[src/rtl/poly_voice_mixer.sv]
// Polyphonic voice mixer. Each voice has a gated linear attack/release envelope.
// A single time-shared MAC sums one voice per clock, then the sum is saturated to SAMPLE_W.
//
// state  | meaning
// IDLE   | waiting for sample_tick; on a tick, snapshot samples and step envelopes
// ACCUM  | one multiply-accumulate per cycle, voices 0..NUM_VOICES-1
// OUTPUT | scale, saturate and register sig_out; pulse sig_valid
module poly_voice_mixer #(
   parameter int NUM_VOICES   = 4,
   parameter int SAMPLE_W     = 16,
   parameter int ENV_W        = 8,
   parameter int ATTACK_STEP  = 64,
   parameter int RELEASE_STEP = 32
) (
   input  logic                             clk,
   input  logic                             rst_n,
   input  logic                             sample_tick,
   input  logic [NUM_VOICES-1:0]            gate,
   input  logic [NUM_VOICES*SAMPLE_W-1:0]   voice_in,
   output logic signed [SAMPLE_W-1:0]       sig_out,
   output logic                             sig_valid,
   output logic [NUM_VOICES-1:0]            active,
   output logic                             overrun
);

   localparam int IDX_W  = (NUM_VOICES > 1) ? $clog2(NUM_VOICES) : 1;
   localparam int ACC_W  = SAMPLE_W + ENV_W + $clog2(NUM_VOICES) + 1;
   localparam int PROD_W = SAMPLE_W + ENV_W + 1;

   localparam logic [ENV_W:0]   ENV_MAX_W = {1'b0, {ENV_W{1'b1}}};
   localparam logic [ENV_W-1:0] ENV_MAX   = {ENV_W{1'b1}};
   localparam logic [ENV_W:0]   ATK_W     = (ENV_W+1)'(ATTACK_STEP);
   localparam logic [ENV_W:0]   REL_W     = (ENV_W+1)'(RELEASE_STEP);
   localparam logic [IDX_W-1:0] IDX_LAST  = IDX_W'(NUM_VOICES - 1);

   localparam logic signed [ACC_W-1:0] SAT_MAX =
      {{(ACC_W-SAMPLE_W+1){1'b0}}, {(SAMPLE_W-1){1'b1}}};
   localparam logic signed [ACC_W-1:0] SAT_MIN =
      {{(ACC_W-SAMPLE_W+1){1'b1}}, {(SAMPLE_W-1){1'b0}}};

   typedef enum logic [1:0] {IDLE, ACCUM, OUTPUT} state_t;

   state_t                      state_q, state_d;
   logic [IDX_W-1:0]            idx_q;
   logic [ENV_W-1:0]            env_q [NUM_VOICES];
   logic [ENV_W-1:0]            env_d [NUM_VOICES];
   logic [ENV_W:0]              env_up [NUM_VOICES];
   logic signed [SAMPLE_W-1:0]  samp_q [NUM_VOICES];
   logic signed [ACC_W-1:0]     acc_q;
   logic signed [PROD_W-1:0]    samp_ext, env_ext, prod;
   logic signed [ACC_W-1:0]     shifted, sat;

   always_ff @(posedge clk or negedge rst_n) begin
      if (!rst_n) state_q <= IDLE;
      else        state_q <= state_d;
   end

   always_comb begin
      state_d = state_q;
      case (state_q)
         IDLE:    if (sample_tick) state_d = ACCUM;
         ACCUM:   if (idx_q == IDX_LAST) state_d = OUTPUT;
         OUTPUT:  state_d = IDLE;
         default: state_d = IDLE;
      endcase
   end

   // Envelope steps are computed one bit wider so the clamp sees the true sum.
   always_comb begin
      for (int i = 0; i < NUM_VOICES; i++) begin
         env_up[i] = {1'b0, env_q[i]} + ATK_W;
         if (gate[i])
            env_d[i] = (env_up[i] > ENV_MAX_W) ? ENV_MAX : env_up[i][ENV_W-1:0];
         else
            env_d[i] = ({1'b0, env_q[i]} < REL_W) ? '0 : env_q[i] - REL_W[ENV_W-1:0];
      end
   end

   always_comb begin
      samp_ext = PROD_W'(samp_q[idx_q]);
      env_ext  = PROD_W'({1'b0, env_q[idx_q]});
      prod     = samp_ext * env_ext;
      shifted  = acc_q >>> ENV_W;
      if (shifted > SAT_MAX)      sat = SAT_MAX;
      else if (shifted < SAT_MIN) sat = SAT_MIN;
      else                        sat = shifted;
   end

   always_ff @(posedge clk or negedge rst_n) begin
      if (!rst_n) begin
         idx_q     <= '0;
         acc_q     <= '0;
         sig_out   <= '0;
         sig_valid <= 1'b0;
         active    <= '0;
         overrun   <= 1'b0;
         for (int i = 0; i < NUM_VOICES; i++) begin
            env_q[i]  <= '0;
            samp_q[i] <= '0;
         end
      end else begin
         sig_valid <= 1'b0;
         if (sample_tick && (state_q != IDLE)) overrun <= 1'b1;
         case (state_q)
            IDLE: begin
               if (sample_tick) begin
                  acc_q <= '0;
                  idx_q <= '0;
                  for (int i = 0; i < NUM_VOICES; i++) begin
                     samp_q[i] <= voice_in[i*SAMPLE_W +: SAMPLE_W];
                     env_q[i]  <= env_d[i];
                     active[i] <= (env_d[i] != '0);
                  end
               end
            end
            ACCUM: begin
               acc_q <= acc_q + ACC_W'(prod);
               idx_q <= idx_q + 1'b1;
            end
            OUTPUT: begin
               sig_out   <= sat[SAMPLE_W-1:0];
               sig_valid <= 1'b1;
            end
            default: ;
         endcase
      end
   end

endmodule
[config.mk]
export PLATFORM = sky130hd
export DESIGN_NAME = poly_voice_mixer
export DESIGN_NICKNAME = d
export VERILOG_FILES = /design/src/rtl/poly_voice_mixer.sv
export SDC_FILE = /design/constraint.sdc
export NUM_CORES = 1
export LEC_CHECK = 0
export BUFFER_PORTS_ARGS = -buffer_cell sky130_fd_sc_hd__buf_2
export CORE_AREA = 2 2 193 195
export CTS_CLUSTER_SIZE = 8
export DETAILED_ROUTE_END_ITERATION = 10
export DIE_AREA = 0 0 195 197
export PLACE_DENSITY = 0.55
export SYNTH_ARGS = -nofsm -noshare
export SYNTH_HDL_FRONTEND = slang
export SYNTH_SLANG_ARGS = --single-unit
[constraint.sdc]
create_clock -name clk -period 8.19 [get_ports clk]
set_input_delay 0.819 -clock clk [delete_from_list [all_inputs] [get_ports clk]]
set_output_delay 0.819 -clock clk [all_outputs]
set_load 0.03 [all_outputs]
==> results of run 1 <==
==> cell families (layout without fill, tap and decap cells) <==
group / after synthesis / after routing / share of synthesized area (%)
and+or+nand+nor: 499 / 499 / 17.7
buffers and inverters: 252 / 326 / 7.56
adders and majority gates: 211 / 211 / 28.6
AOI/OAI and AO/OA: 198 / 198 / 10.3
DFF: 149 / 149 / 29.7
muxes: 27 / 27 / 4.55
xor gates and xnor gates: 23 / 23 / 1.60
==> Yosys cell counts, drive strengths merged (10+ instances only) <==
library cell	instances
mux4	24
dfrtp	149
fa	127
and2	79
nand4	11
a21oi	35
o21ai	67
a21o	26
nand3	24
nand2	322
xnor2	14
nor2	25
ha	84
o21a	10
inv	197
clkbuf	46
==> critical path: stages (launching register included) <==
cell and delay [ns]:
dfrtp_2 0.93, mux4_2 0.76, and2_1 0.22, fa_1 0.45, fa_1 0.57, fa_1 0.44, fa_1 0.54, inv_1 0.05
fa_1 0.51, inv_1 0.05, ha_1 0.36, a2111o_1 0.47, o21a_1 0.23, a31o_2 0.27, a31oi_1 0.33, xor2_1 0.20
o21ai_0 0.09
==> state kept, by name, summed over array words and instances, names as in the netlist <==
signal,flops
overrun,1
active,4
samp_q,64
sig_valid,1
sig_out,16
idx_q,2
env_q,32
acc_q,27
state_q,2
==> cell type report <==
class / count / area [µm²]
Tap cell: 468 / 586
Inverter: 197 / 739
Clock buffer: 17 / 425
Sequential cell: 149 / 3730
Fill cell: 3717 / 22200
Timing Repair Buffer: 97 / 504
Clock inverter: 15 / 199
Multi-Input combinational cell: 958 / 7900
==> metrics by stage <==
step	area (µm²)	worst slack, ns
2_1_floorplan	12600	1.97
3_3_place_gp	13500	1.52
3_5_place_dp	13500	1.48
4_1_cts	14100	1.45
5_1_grt	14100	1.01
6_report	14100	1.53
==> per-layer routing <==
| metal | part of all wire (%) | GRT usage (%) | routed length, µm | vias up |
|---|---|---|---|---|
| li1 | - | - | - | 4478 |
| met3 | 2.4 | 2.75 | 718 | 29 |
| met4 | 1.8 | 4.69 | 530 | 0 |
| met2 | 52 | 28.4 | 15400 | 92 |
| met5 | 0 | 0 | 0 | - |
| met1 | 43 | 19.9 | 12700 | 4670 |
==> placed cells by master, fill, tap and decap left out, drive strengths merged, types with 10 or more instances in the layout <==
master	Yosys	layout
a21o	26	26
a21oi	35	35
and2	79	79
buf	9	97
clkbuf	46	17
dfrtp	149	149
fa	127	127
ha	84	84
inv	197	204
mux4	24	24
nand2	322	322
nand3	24	24
nand4	11	11
nor2	25	25
o21a	10	10
o21ai	67	67
xnor2	14	14
==> how the worst max path moves through the flow <==
| stage | slack [ns] | end | start | cells after the start |
|---|---|---|---|---|
| final | 1.53 | acc_q[19] | idx_q[0] | 16 |
| after global routing | 1.01 | acc_q[24] | idx_q[0] | 21 |
| after CTS | 1.45 | acc_q[25] | idx_q[0] | 19 |
| after detailed placement | 1.48 | acc_q[24] | idx_q[0] | 21 |
| after global placement | 1.52 | acc_q[19] | idx_q[0] | 16 |
| after floorplan | 1.97 | acc_q[22] | idx_q[1] | 23 |
==> reports/metrics.yaml, run 1 <==
status:
  status: "finished, final reports clean"
yosys:
  synth_top_area_share_pct: 29.7
  ys_async_sr_fraction_pct: 100
  synth_warnings: 0
  synth_fp_nets: 1641
  synth_edf_count: 0
  synthesis.area_um2: 12600
  synth-main-ff-cell: "dfrtp_1"
  synthTopCellsByArea: "dfrtp_1, fa_1, nand2_1, ha_1, inv_1"
  syn_inst: 1359
  syn_avg_cell_area_um2: 9.24
  yosysTopAreaCell: "dfrtp_1"
  ys_ff_latch: 149
  seq_area_frac_synth_pct: 29.7
  synth_cell_types: 58
job:
  drv_cap: 0
critical_path:
  rr_endpoint: "acc_q[19]"
  critPathMaxFanout: 27
  required_ns: 8.49
  end_kind: "register"
  critPathLaunchType: "register"
  r2r-start: "idx_q[0]"
  path_class: "register to register"
  r2r_cells: 16
  r2r_slack_ns: 1.53
  worstPathArrival_ns: 6.96
route:
  ant_nets: 0
  finalWirelength_um: 29300
  via_count: 9269
  wl_per_cell_um: 15.4
  route.detailed.drc: 0
  dr.pass1.iters: 4
  drt-initial-drc-count: 382
  via_per_inst: 4.88
sta:
  slew_violations: 0
  timing.slew.headroom_pct: 27.1
  fmax_mhz: 150
  finClkSkew_ns: 0.0176
  setup_violations: 0
  fin_setup_tns_ns: 0
  holdWs_ns: 0.430
  min_period_over_period_pct: 81.4
  grt_setup_unrepaired: "false"
  hold_viol_final: 0
  worst_pin_slew_ns: 1.09
  min_period_ns: 6.66
floorplanning:
  dieArea_um2: 38400
  ioPinCount: 93
  die_w_um: 195
  rows: 70
  core_area_um2: 36300
  start_util_pct: 34.6
  fp.dieH_um: 197
cts:
  cts_setup_buffers: 0
  htreeDepth: 4
  root_buffer: "clkbuf_16"
  cts_hold_buf: 0
  worstSkewPairLatency_ns: 0.46
  clk_pin_slew_ns: 0.08
  clockBufferDepth: 2
  cts_buffers: 17
  cts_tree: "built"
  ctsResizeCount: 0
  clock-sinks: 149
min_path:
  hold_path_class: "primary input to asynchronous set/reset pin"
grt:
  grt_max_degree: 94
  grt_pass1_vias: 9462
  grt-ovfl-total: 0
  grt_pass1_wl_um: 48600
  grt_usage_pct: 16.0
  grt_antenna_before_repair: 0
finish:
  final_net_count: 1702
  antenna_cells: 0
  final_cell_count_no_fill: 1901
  synthToLayoutAreaGrowth_pct: 12.1
  utilization_pct: 38.8
  drive_gt1_share_pct: 11.5
placed_design:
  numPortBuffers: 92
  dp_cells: 1869
  finalWeightedCongestion: 0.802
  hpwl_um: 22400
Power of run 1 is not shown: default switching activity piles up to over one toggle a cycle in this logic, so the estimate is an artifact.
==> inputs of run 2 (changes only) <==
--- a/config.mk
+++ b/config.mk
@@ -10,7 +10,7 @@
 export CTS_CLUSTER_SIZE = 8
 export DETAILED_ROUTE_END_ITERATION = 10
 export DIE_AREA = 0 0 195 197
-export PLACE_DENSITY = 0.55
+export PLACE_DENSITY = 0.57
 export SYNTH_ARGS = -nofsm -noshare
 export SYNTH_HDL_FRONTEND = slang
 export SYNTH_SLANG_ARGS = --single-unit
==> constraint.sdc (replaced) <==
create_clock -name clk -period 6.03 [get_ports clk]
set_input_delay 0.603 -clock clk [delete_from_list [all_inputs] [get_ports clk]]
set_output_delay 0.603 -clock clk [all_outputs]
set_load 0.03 [all_outputs]
==> run 2 against run 1 <==
First-iteration DRC count increased by 24%. Register-to-register slack worse by 1.5 ns. Utilization is 3.4 points higher. Count of clock-buffer cells in the layout did not move. Largest cell class unchanged. Flip-flop and latch count unchanged. Critical path type unchanged.
==> reports/metrics.yaml, run 2 (synthesis gave the netlist of run 1 again) <==
cts:
  cts_buffers: 17
  clock-sinks: 149
  cts_hold_buf: 0
  worstSkewPairLatency_ns: 0.44
  clk_pin_slew_ns: 0.08
  root_buffer: "clkbuf_16"
  htreeDepth: 4
  cts_tree: "built"
  clockBufferDepth: 2
finish:
  antenna_cells: 0
  fillCellCount: 3578
  final-seq-area_um2: 3730
  final_net_count: 1792
  synthToLayoutAreaGrowth_pct: 21.9
  fin_area_um2: 15300
  largest_register: "samp_q"
  largest_reg_flops: 64
  final_common_cell: "nand2_1"
  reg.largest.list: "samp_q: 64 flops, env_q: 32 flops, acc_q: 27 flops"
  mostFrequentLayoutCells: "nand2_1, inv_1, dfrtp_1, fa_1, buf_2"
  multi_input_area_um2: 8340
  drive_gt1_share_pct: 21.3
sta:
  timing.slew.headroom_pct: 38.1
  min_period_over_period_pct: 99.1
  setup_violations: 0
  min_period_ns: 5.98
  slew_violations: 0
  hold_viol_final: 0
  worst_pin_slew_ns: 0.929
  finClkSkew_ns: 0.0151
  setup_ws_ns: 0.0529
  fmax_mhz: 167
  grt_setup_unrepaired: "true"
critical_path:
  worstPathArrival_ns: 6.31
  critical_path.cell_chain: "buf_12, buf_16, mux4_2, buf_12, nand2_4, fa_1, inv_1, fa_1, inv_2, fa_1, inv_2, fa_1, inv_1, fa_1, inv_2, ha_4, a2111o_1, o211ai_1, a21oi_1, buf_4, o31a_1, a211o_1"
  end_kind: "register"
  critPathMaxFanout: 5
  crit_top_cell: "fa_1"
  crit_slowest_cell: "fa_1"
  critPathLaunchType: "register"
  required_ns: 6.36
  path_class: "register to register"
  cpPeakStageDelay_ns: 0.53
grt:
  grt-ovfl-total: 0
  grt_pass1_wl_um: 51100
  grt_antenna_before_repair: 0
  grt_max_degree: 91
  grt_pass1_vias: 9751
  grt_usage_pct: 17.0
route:
  finalWirelength_um: 32300
  via_count: 9732
  via_per_inst: 4.89
  dr.pass1.iters: 5
  drt-initial-drc-count: 474
  ant_nets: 0
  wl_per_cell_um: 16.2
  route.detailed.drc: 0
placed_design:
  numPortBuffers: 92
  finalWeightedCongestion: 0.834
  hpwl_um: 23700
  dp_slack_ns: -0.107
  dpl_cell_area_um2: 13900
floorplanning:
  fp.dieH_um: 197
  rows: 70
  dieArea_um2: 38400
  start_util_pct: 34.6
  ioPinCount: 93
  core_area_um2: 36300
  die_w_um: 195
status:
  status: "finished, final reports clean"
min_path:
  hold_path_class: "primary input to asynchronous set/reset pin"
job:
  drv_cap: 0
==> run 2: critical path, delay by kind of cell, from the launching register on <==
kind                     cells  cell delay (ns)
flip-flops                   1             0.47
AO/OA/AOI/OAI                5             1.47
multiplexers                 1             0.39
adder cells (fa/ha/maj)      6             2.69
AND/OR/NAND/NOR              1             0.05
buffers and inverters        9             0.81
==> run 2: routing by layer <==
metal	routed length, µm	global-route usage [%]	vias up	share of wire [%]
li1	-	-	4674	-
met3	1100	3.11	25	3.4
met5	0	0	-	0
met2	16700	29.4	153	52
met1	14100	22.0	4880	44
met4	366	4.01	0	1.1
==> run 2: area by class of cell <==
cell class / instances / share of cell area (%)
clock buffers: 17 / 2.78
clock inverters: 15 / 1.31
inverters: 197 / 4.84
multi-input cells: 960 / 54.4
flip-flops and latches: 149 / 24.3
well taps: 468 / 3.82
repair buffers: 185 / 8.48
==> run 2: final timing paths <==
check / to / depth (start not counted) / start / slack, ns
worst min register to register: sig_out[6] / 2 / sig_out[6] / 0.46
worst max register to register: acc_q[25] / 22 / idx_q[0] / 0.05
max in group asynchronous: samp_q[44] / 2 / rst_n / 4.41
min in group clk: samp_q[16] / 3 / voice_in[32] / 0.35
worst max-delay path: acc_q[25] / 22 / idx_q[0] / 0.05
worst min-delay path: sig_valid / 1 / rst_n / 0.17
==> run 2: repair_timing <==
action                                 4_1_cts  5_1_grt
buffers inserted                             5       23
setup endpoints to repair                    8       13
endpoints found under the hold margin        0        0
cloned                                       3        0
gates resized for setup                     12       87
pin swaps                                    3       67
==> run 2: stage by stage <==
step | std cells | setup TNS [ns] | hold slack (ns) | util, %
floorplan | 1359 | -0.000834 | 0.307 | -
global placement | 1928 | -0.0522 | 0.447 | 38.4
detailed placement | 1928 | -0.382 | 0.451 | 38.4
CTS | 1968 | -0.0376 | 0.237 | 40.6
global route | 1991 | -0.447 | 0.243 | 42.2
finish | 1991 | 0 | 0.170 | 42.2
Power of run 2 is left out for the same reason.
